`src/rtl/blocklist_ctrl.sv`:
```
// Blocklist lookup/config controller: linear scan of a 256x32 single-port BRAM
// with host append/clear, round-robin arbitration between lookup and config.
module blocklist_ctrl (
  input  logic        clk,
  input  logic        rst_n,
  input  logic        lookup_req,
  input  logic [31:0] lookup_ip,
  output logic        lookup_done,
  output logic        lookup_hit,
  output logic [7:0]  lookup_index,
  input  logic        cfg_wr_req,
  input  logic        cfg_clr_req,
  input  logic [31:0] cfg_ip,
  output logic        cfg_ack,
  output logic        cfg_err,
  output logic [8:0]  entry_count,
  output logic        busy,
  output logic [7:0]  bram_addr,
  output logic        bram_we,
  output logic [31:0] bram_wdata,
  input  logic [31:0] bram_rdata,
  output logic [1:0]  state_dbg
);

  localparam logic [1:0] IDLE  = 2'd0;
  localparam logic [1:0] SCAN  = 2'd1;
  localparam logic [1:0] WRITE = 2'd2;
  localparam logic [1:0] RESP  = 2'd3;

  localparam logic GRANT_LK  = 1'b0;
  localparam logic GRANT_CFG = 1'b1;

  logic [1:0]  state_q, state_d;
  logic [31:0] ip_q, ip_d;
  logic [8:0]  count_q, count_d;
  logic        last_grant_q, last_grant_d;
  logic        dead_q, dead_d;
  logic [7:0]  addr_q, addr_d;
  logic        we_q, we_d;
  logic [31:0] wdata_q, wdata_d;
  logic        issue_q, issue_d;
  logic        cmp_v_q, cmp_v_d;
  logic [7:0]  cmp_idx_q, cmp_idx_d;
  logic        done_q, done_d;
  logic        hit_q, hit_d;
  logic [7:0]  index_q, index_d;
  logic        ack_q, ack_d;
  logic        err_q, err_d;

  logic cfg_pend;
  logic grant_lk;
  logic grant_cfg;

  // On contention the class not granted last wins; after reset the bit holds
  // "lookup", so the first contended cycle goes to config.
  assign cfg_pend  = cfg_wr_req | cfg_clr_req;
  assign grant_lk  = lookup_req & (~cfg_pend | (last_grant_q == GRANT_CFG));
  assign grant_cfg = cfg_pend & ~grant_lk;

  always_comb begin
    state_d      = state_q;
    ip_d         = ip_q;
    count_d      = count_q;
    last_grant_d = last_grant_q;
    dead_d       = dead_q;
    addr_d       = addr_q;
    we_d         = 1'b0;
    wdata_d      = wdata_q;
    issue_d      = issue_q;
    cmp_v_d      = cmp_v_q;
    cmp_idx_d    = cmp_idx_q;
    done_d       = 1'b0;
    hit_d        = 1'b0;
    index_d      = 8'd0;
    ack_d        = 1'b0;
    err_d        = 1'b0;

    case (state_q)
      IDLE: begin
        if (dead_q) begin
          // requests still high right after a pulse belong to the finished op
          dead_d = 1'b0;
        end else if (grant_lk) begin
          ip_d         = lookup_ip;
          last_grant_d = GRANT_LK;
          addr_d       = 8'd0;
          cmp_v_d      = 1'b0;
          if (count_q == 9'd0) begin
            state_d = RESP;
            done_d  = 1'b1;
            issue_d = 1'b0;
          end else begin
            state_d = SCAN;
            issue_d = 1'b1;
          end
        end else if (grant_cfg) begin
          last_grant_d = GRANT_CFG;
          if (cfg_clr_req) begin
            count_d = 9'd0;
            state_d = RESP;
            ack_d   = 1'b1;
          end else if (count_q[8]) begin
            state_d = RESP;
            ack_d   = 1'b1;
            err_d   = 1'b1;
          end else begin
            state_d = WRITE;
            we_d    = 1'b1;
            addr_d  = count_q[7:0];
            wdata_d = cfg_ip;
          end
        end
      end

      SCAN: begin
        // bram_rdata this cycle belongs to the address issued last cycle
        cmp_v_d   = issue_q;
        cmp_idx_d = addr_q;
        if (issue_q) begin
          if (({1'b0, addr_q} + 9'd1) < count_q) begin
            addr_d = addr_q + 8'd1;
          end else begin
            issue_d = 1'b0;
          end
        end
        if (cmp_v_q && (bram_rdata == ip_q)) begin
          state_d = RESP;
          done_d  = 1'b1;
          hit_d   = 1'b1;
          index_d = cmp_idx_q;
          issue_d = 1'b0;
        end else if (cmp_v_q && ({1'b0, cmp_idx_q} == (count_q - 9'd1))) begin
          state_d = RESP;
          done_d  = 1'b1;
          issue_d = 1'b0;
        end
      end

      WRITE: begin
        state_d = RESP;
        ack_d   = 1'b1;
        count_d = count_q + 9'd1;
      end

      RESP: begin
        state_d = IDLE;
        dead_d  = 1'b1;
      end

      default: begin
        state_d = IDLE;
      end
    endcase
  end

  always_ff @(posedge clk or negedge rst_n) begin
    if (!rst_n) begin
      state_q      <= IDLE;
      ip_q         <= 32'd0;
      count_q      <= 9'd0;
      last_grant_q <= GRANT_LK;
      dead_q       <= 1'b0;
      addr_q       <= 8'd0;
      we_q         <= 1'b0;
      wdata_q      <= 32'd0;
      issue_q      <= 1'b0;
      cmp_v_q      <= 1'b0;
      cmp_idx_q    <= 8'd0;
      done_q       <= 1'b0;
      hit_q        <= 1'b0;
      index_q      <= 8'd0;
      ack_q        <= 1'b0;
      err_q        <= 1'b0;
    end else begin
      state_q      <= state_d;
      ip_q         <= ip_d;
      count_q      <= count_d;
      last_grant_q <= last_grant_d;
      dead_q       <= dead_d;
      addr_q       <= addr_d;
      we_q         <= we_d;
      wdata_q      <= wdata_d;
      issue_q      <= issue_d;
      cmp_v_q      <= cmp_v_d;
      cmp_idx_q    <= cmp_idx_d;
      done_q       <= done_d;
      hit_q        <= hit_d;
      index_q      <= index_d;
      ack_q        <= ack_d;
      err_q        <= err_d;
    end
  end

  assign lookup_done  = done_q;
  assign lookup_hit   = hit_q;
  assign lookup_index = index_q;
  assign cfg_ack      = ack_q;
  assign cfg_err      = err_q;
  assign entry_count  = count_q;
  assign busy         = (state_q != IDLE);
  assign bram_addr    = addr_q;
  assign bram_we      = we_q;
  assign bram_wdata   = wdata_q;
  assign state_dbg    = state_q;

endmodule

```
`config.mk`:
```
export PLATFORM = sky130hd
export DESIGN_NAME = blocklist_ctrl
export DESIGN_NICKNAME = d
export VERILOG_FILES = /design/src/rtl/blocklist_ctrl.sv
export SDC_FILE = /design/constraint.sdc
export NUM_CORES = 1
export LEC_CHECK = 0
export ABC_AREA = 1
export CAP_MARGIN = 10
export CORE_ASPECT_RATIO = 2
export CORE_MARGIN = 4
export CORE_UTILIZATION = 48
export DETAILED_ROUTE_END_ITERATION = 10
export HOLD_SLACK_MARGIN = 0.05
export PLACE_DENSITY_LB_ADDON = 0.25
export SLEW_MARGIN = 20
export SYNTH_ARGS = -nofsm -noshare
export SYNTH_HDL_FRONTEND = slang
export SYNTH_SLANG_ARGS = --single-unit
```
`constraint.sdc`:
```
create_clock -name clk -period 2.9 [get_ports clk]
set_input_delay 0.58 -clock clk [delete_from_list [all_inputs] [get_ports clk]]
set_output_delay 0.58 -clock clk [all_outputs]
set_load 0.01 [all_outputs]
```
==> results of run 1 <==
-- sequential cells by signal, summed over array words and instances (netlist names) --
signal,flops
bram_we,1
dead_q,1
last_grant_q,1
cmp_v_q,1
cmp_idx_q,8
bram_addr,8
entry_count,9
issue_q,1
lookup_index,8
ip_q,32
lookup_done,1
cfg_err,1
state_dbg,2
lookup_hit,1
cfg_ack,1
bram_wdata,32
-- power by group through the flow --
stage          Clock, µW  Sequential (µW)  Combinational [µW]
2_1_floorplan          0             2470                1830
3_3_place_gp           0             2440                3190
3_5_place_dp           0             2440                3250
4_1_cts             1310             2420                3260
5_1_grt             1370             2490                3640
6_report            1280             2420                3230
-- how the worst max path moves through the flow --
stage	endpoint	slack (ns)	cells after the start
5_1_grt	bram_addr[7]	0.05	16
3_3_place_gp	bram_addr[7]	0.38	16
3_5_place_dp	bram_wdata[11]	0.35	9
2_1_floorplan	bram_addr[2]	0.57	16
4_1_cts	bram_addr[7]	0.29	16
6_report	bram_addr[7]	0.30	16
-- layout make-up --
type | instances | area, µm²
fill | 989 | 3850
sequential | 108 | 2700
multi-input combinational | 554 | 2650
timing repair buffer | 174 | 1740
inverter | 110 | 413
clock buffer | 10 | 239
tap | 145 | 181
clock inverter | 6 | 70.1
-- stage by stage --
step | instances | instance area [µm²]
2_1_floorplan | 795 | 5870
3_3_place_gp | 1091 | 7690
3_5_place_dp | 1091 | 7690
4_1_cts | 1107 | 8000
5_1_grt | 1107 | 8000
6_report | 1107 | 8000
-- layout by cell type, fill, tap and decap left out, types with 2 or more instances in the layout --
master,n
buf_4,8
nor3_1,12
o21ai_0,33
clkinv_4,2
clkbuf_16,9
nor4_1,2
nor2_1,104
clkdlybuf4s50_1,164
a21boi_0,2
inv_6,2
dfrtp_1,108
a21oi_1,38
buf_12,2
nand2_1,257
inv_1,106
inv_2,3
nand3_1,32
mux2_2,7
nand4_1,12
nand2_2,2
ha_1,15
xor2_1,11
xnor2_1,7
o21ai_2,3
nor2_4,3
o31ai_1,2
or2_2,2
-- worst max-delay path, stage by stage (launching register included) --
cell and delay (ns):
dfrtp_1 0.45, ha_1 0.25, nand3_1 0.07, inv_1 0.07
or2_2 0.27, nand2_1 0.08, inv_1 0.05, ha_1 0.28
a21oi_1 0.15, o21ai_0 0.11, nand2_1 0.07, nand3_1 0.12
nand2_1 0.10, nand2_1 0.09, buf_4 0.19, nand2_1 0.06
o21ai_0 0.07
-- per-layer routing --
layer  vias to the layer above  global-route usage, %
li1                       2784                      -
met2                       188                   44.6
met4                         0                   12.9
met5                         -                      0
met3                        48                   5.24
met1                      2550                   25.4
-- kinds of logic (layout without fill, tap and decap cells) --
logic type,after synthesis,after routing
AND/OR/NAND/NOR,430,430
buffers and inverters,133,300
flip-flops,108,108
AO/OA/AOI/OAI,84,84
XOR/XNOR,18,18
adder cells (fa/ha/maj),15,15
multiplexers,7,7
==> run metrics, run 1 <==
FF+latch count, synth 108; Sink Count 108; TritonCTS clock tree yes; Tot Pwr 6940 µW; Hold Path Class in2async; most common cell in the synthesized netlist nand2_1; GRT Resource Usage Total 24.3%; Yosys top cell by area dfrtp_1; Clock Power Share 18.5%; Post-Syn Instances 795; P_leak 0.00408 µW; Logic pwr share 46.6%; vias after detailed routing 5,570; worst hold slack 0.259 ns; boundary pin count 166; Internal 4150 µW; sequential power share 34.9%; worst reg2reg setup slack 0.30 ns; Sw Pwr 2790 µW; Synthesis Warnings 0; post-CTS resize count 0; post-synthesis mux area share 1.34%; ratio of cells with drive above 1 in the final layout 5.20%; CP required 3.12 ns; Root Buffer clkbuf_16; post-synth top area share 46.0%; Nets 1,073; Crit Path Max Fanout 12; Max Clock Freq 0.385 GHz; Post-synth top cells 258 x nand2_1, 108 x dfrtp_1, 106 x inv_1; CTS clock-pin slew for the worst setup and hold paths 0.07 ns; Sw Share 40.2%; final core occ 67.5%; die area 14,200 µm²; # rows 56; Slew Viols, Final 0; DR WL/cell 15.3 µm; status finished, final reports clean; H-tree depth 3; WL met3 989 µm; Clock Latency Late Sink 0.34 ns; met2 wire len 9050 µm; simple-gate portion of the synthesized area 30.0%; 1st-iter DRT viols 297; met1 WL 6070 µm; VDD IR-drop max 0.473 mV; reg-to-reg endpoint bram_addr[7]; post-synth cell types 36; cell area after synthesis 5870 µm²; crit path launch type flop; Slew HR 58.5%; asr flop ratio synth 100%; Die W 86.2 µm; sequential cell area fraction in the yosys report 46.0%; EDFF count, synth 0; r2r worst-path depth 16; Mean Syn Cell Area 7.38 µm²; drc violations 0; period utilization 89.5%; RSZ-0062 raised after global routing no; Final Hold Fails 0; Clock Skews 0.00760 ns; Layout area overhead 36.2%; largest net degree at the start of global routing 109; max-cap viol count 0; Final ANT Viol Nets 0; minimum clock period 2.60 ns; DPL Wire Length 12,900 µm; Main synth FF type dfrtp_1; clock buffer depth 2; adder-cell share of the synthesized area 3.20%; setup_tns 0 ns; final worst-path setup slack 0.304 ns; worst slack, placed 0.349 ns; Crit Reg-Reg Startpoint bram_addr[0]; Final Routed Wirelength 16,900 µm; Setup CP Type reg2reg; PwrDens 868 nW/µm²; postcts setup bufs 0; Initial Util 49.6%; DR vias/cell 5.03; ranking of synthesized cells by area dfrtp_1 46%, nand2_1 16%, inv_1 6.8%; highest metal used met4; Synth Area in XOR/XNOR 2.69%; final setup vio count 0; post-synthesis compound-gate area fraction 7.86%; crit end category flop; largest family of logic cells by synthesized area simple AND/OR/NAND/NOR gates; clock buffer count from CTS 9; Die Span Y 164 µm; core area 11,800 µm²; hold_buf cts 0; number of diodes 0; first-pass GRT wire length 26,800 µm; Slew @ Worst Pin 0.623 ns; Crit path arrival time 2.82 ns; initial antenna violation count 0; CP Launch Point bram_addr[0]; grt ovf 0; vias in the first global route 5,688; Pre-Repair DR Iteration Count 4; RD Place Congestion 0.975; Port Buf Inserts 165; post-synth net total 911
(Power assumes the default switching activity.)
==> inputs of run 2 (changes only) <==
Settings changed: CORE_MARGIN 4 to 1.
==> run metrics, run 2 (synthesis gave the netlist of run 1 again) <==
Layout area overhead 35.3%; Slew Viols, Final 0; Slew HR 53.3%; minimum clock period 2.63 ns; Nets 1,071; boundary pin count 166; 1st-iter DRT viols 227; die area 12,700 µm²; ratio of cells with drive above 1 in the final layout 5.00%; status finished, final reports clean; Crit Reg-Reg Startpoint bram_addr[1]; Final Hold Fails 0; r2r worst-path depth 17; CP required 3.14 ns; vias after detailed routing 5,587; DR vias/cell 5.06; worst slack, placed 0.140 ns; Crit path arrival time 2.87 ns; VDD IR-drop max 0.550 mV; hold_buf cts 0; H-tree depth 3; Clock Skews 0.00818 ns; Root Buffer clkbuf_16; P_leak 0.00405 µW; postcts setup bufs 0; Max Clock Freq 0.380 GHz; grt ovf 0; number of diodes 0; DR WL/cell 15.0 µm; Final Routed Wirelength 16,500 µm; final setup vio count 0; Hold Path Class in2async; # rows 56; Port Buf Inserts 165; Clock Latency Late Sink 0.34 ns; Crit Path Max Fanout 13; setup_tns 0 ns; Initial Util 49.6%; worst reg2reg setup slack 0.27 ns; first-pass GRT wire length 26,000 µm; RD Place Congestion 1.03; final worst-path setup slack 0.265 ns; Sink Count 108; DPL Wire Length 12,700 µm; post-CTS resize count 0; Die Span Y 158 µm; initial antenna violation count 0; max-cap viol count 0; layout filler cell count 1,002; period utilization 90.9%; GRT Resource Usage Total 27.2%; commonest non-fill, non-tap cell in the layout nand2_1; Final ANT Viol Nets 0; clock buffer count from CTS 9; Die W 80.2 µm; drc violations 0; TritonCTS clock tree yes; PwrDens 863 nW/µm²; reg-to-reg endpoint bram_addr[6]; clock buffer depth 2; CTS clock-pin slew for the worst setup and hold paths 0.08 ns; core area 11,800 µm²; Setup CP Type reg2reg; Pre-Repair DR Iteration Count 4; largest net degree at the start of global routing 71; vias in the first global route 5,544; Slew @ Worst Pin 0.693 ns; most frequent cells in the layout 257 x nand2_1, 164 x clkdlybuf4s50_1, 108 x dfrtp_1; crit path launch type flop; RSZ-0062 raised after global routing no; crit end category flop
-- run 2: layout make-up --
type	instances	area, µm²	share of cell area [%]
clock buffer	10	239	3.01
clock inverter	6	43.8	0.551
tap	145	181	2.28
sequential	108	2700	34.0
inverter	110	413	5.20
multi-input combinational	554	2650	33.3
timing repair buffer	172	1710	21.6
-- run 2: how the worst max path moves through the flow --
stage,to,cells past startpoint,slack (ns),start
2_1_floorplan,bram_addr[2],16,0.57,bram_addr[0]
3_3_place_gp,issue_q,10,0.21,cfg_clr_req
3_5_place_dp,issue_q,10,0.14,cfg_clr_req
4_1_cts,bram_addr[3],17,0.30,bram_addr[1]
5_1_grt,bram_addr[5],17,0.03,bram_addr[1]
6_report,bram_addr[6],17,0.27,bram_addr[1]
-- run 2: where the power goes --
part	internal [µW]	switching (µW)	total [µW]	leakage [µW]
clock	614	579	1190	0.000140
sequential	2030	402	2430	0.00135
combinational	1400	1830	3230	0.00257
-- run 2: per-layer routing --
layer / vias up / GRT usage, % / wire [µm]
met3: 57 / 4.24 / 835
met2: 208 / 50.3 / 8710
met4: 0 / 19.0 / 1080
li1: 2778 / - / -
met1: 2544 / 26.9 / 5910
met5: - / 0 / 0
-- run 2: metrics by stage --
| step | hold slack (ns) | instances | utilization (%) | power [µW] | instance area, µm² |
|---|---|---|---|---|---|
| 2_1_floorplan | 0.284 | 795 | - | 4300 | 5870 |
| 3_3_place_gp | 0.462 | 1089 | 64.7 | 5590 | 7660 |
| 3_5_place_dp | 0.465 | 1089 | 64.7 | 5660 | 7660 |
| 4_1_cts | 0.223 | 1105 | 67.1 | 6870 | 7940 |
| 5_1_grt | 0.233 | 1105 | 67.1 | 7380 | 7940 |
| 6_report | 0.204 | 1105 | 67.1 | 6850 | 7940 |
-- run 2: worst max-delay path, cell delays in order (launching register included) --
cell	delay [ns]
dfrtp_1	0.43
ha_1	0.23
nand3_1	0.07
inv_1	0.08
or2_2	0.27
nand2_1	0.08
inv_1	0.04
ha_1	0.28
nand2_1	0.07
o21ai_0	0.21
nand2_1	0.08
nand3_1	0.12
nand2_1	0.06
nand2_1	0.07
buf_4	0.19
inv_1	0.11
nand2_1	0.07
nand2_1	0.04
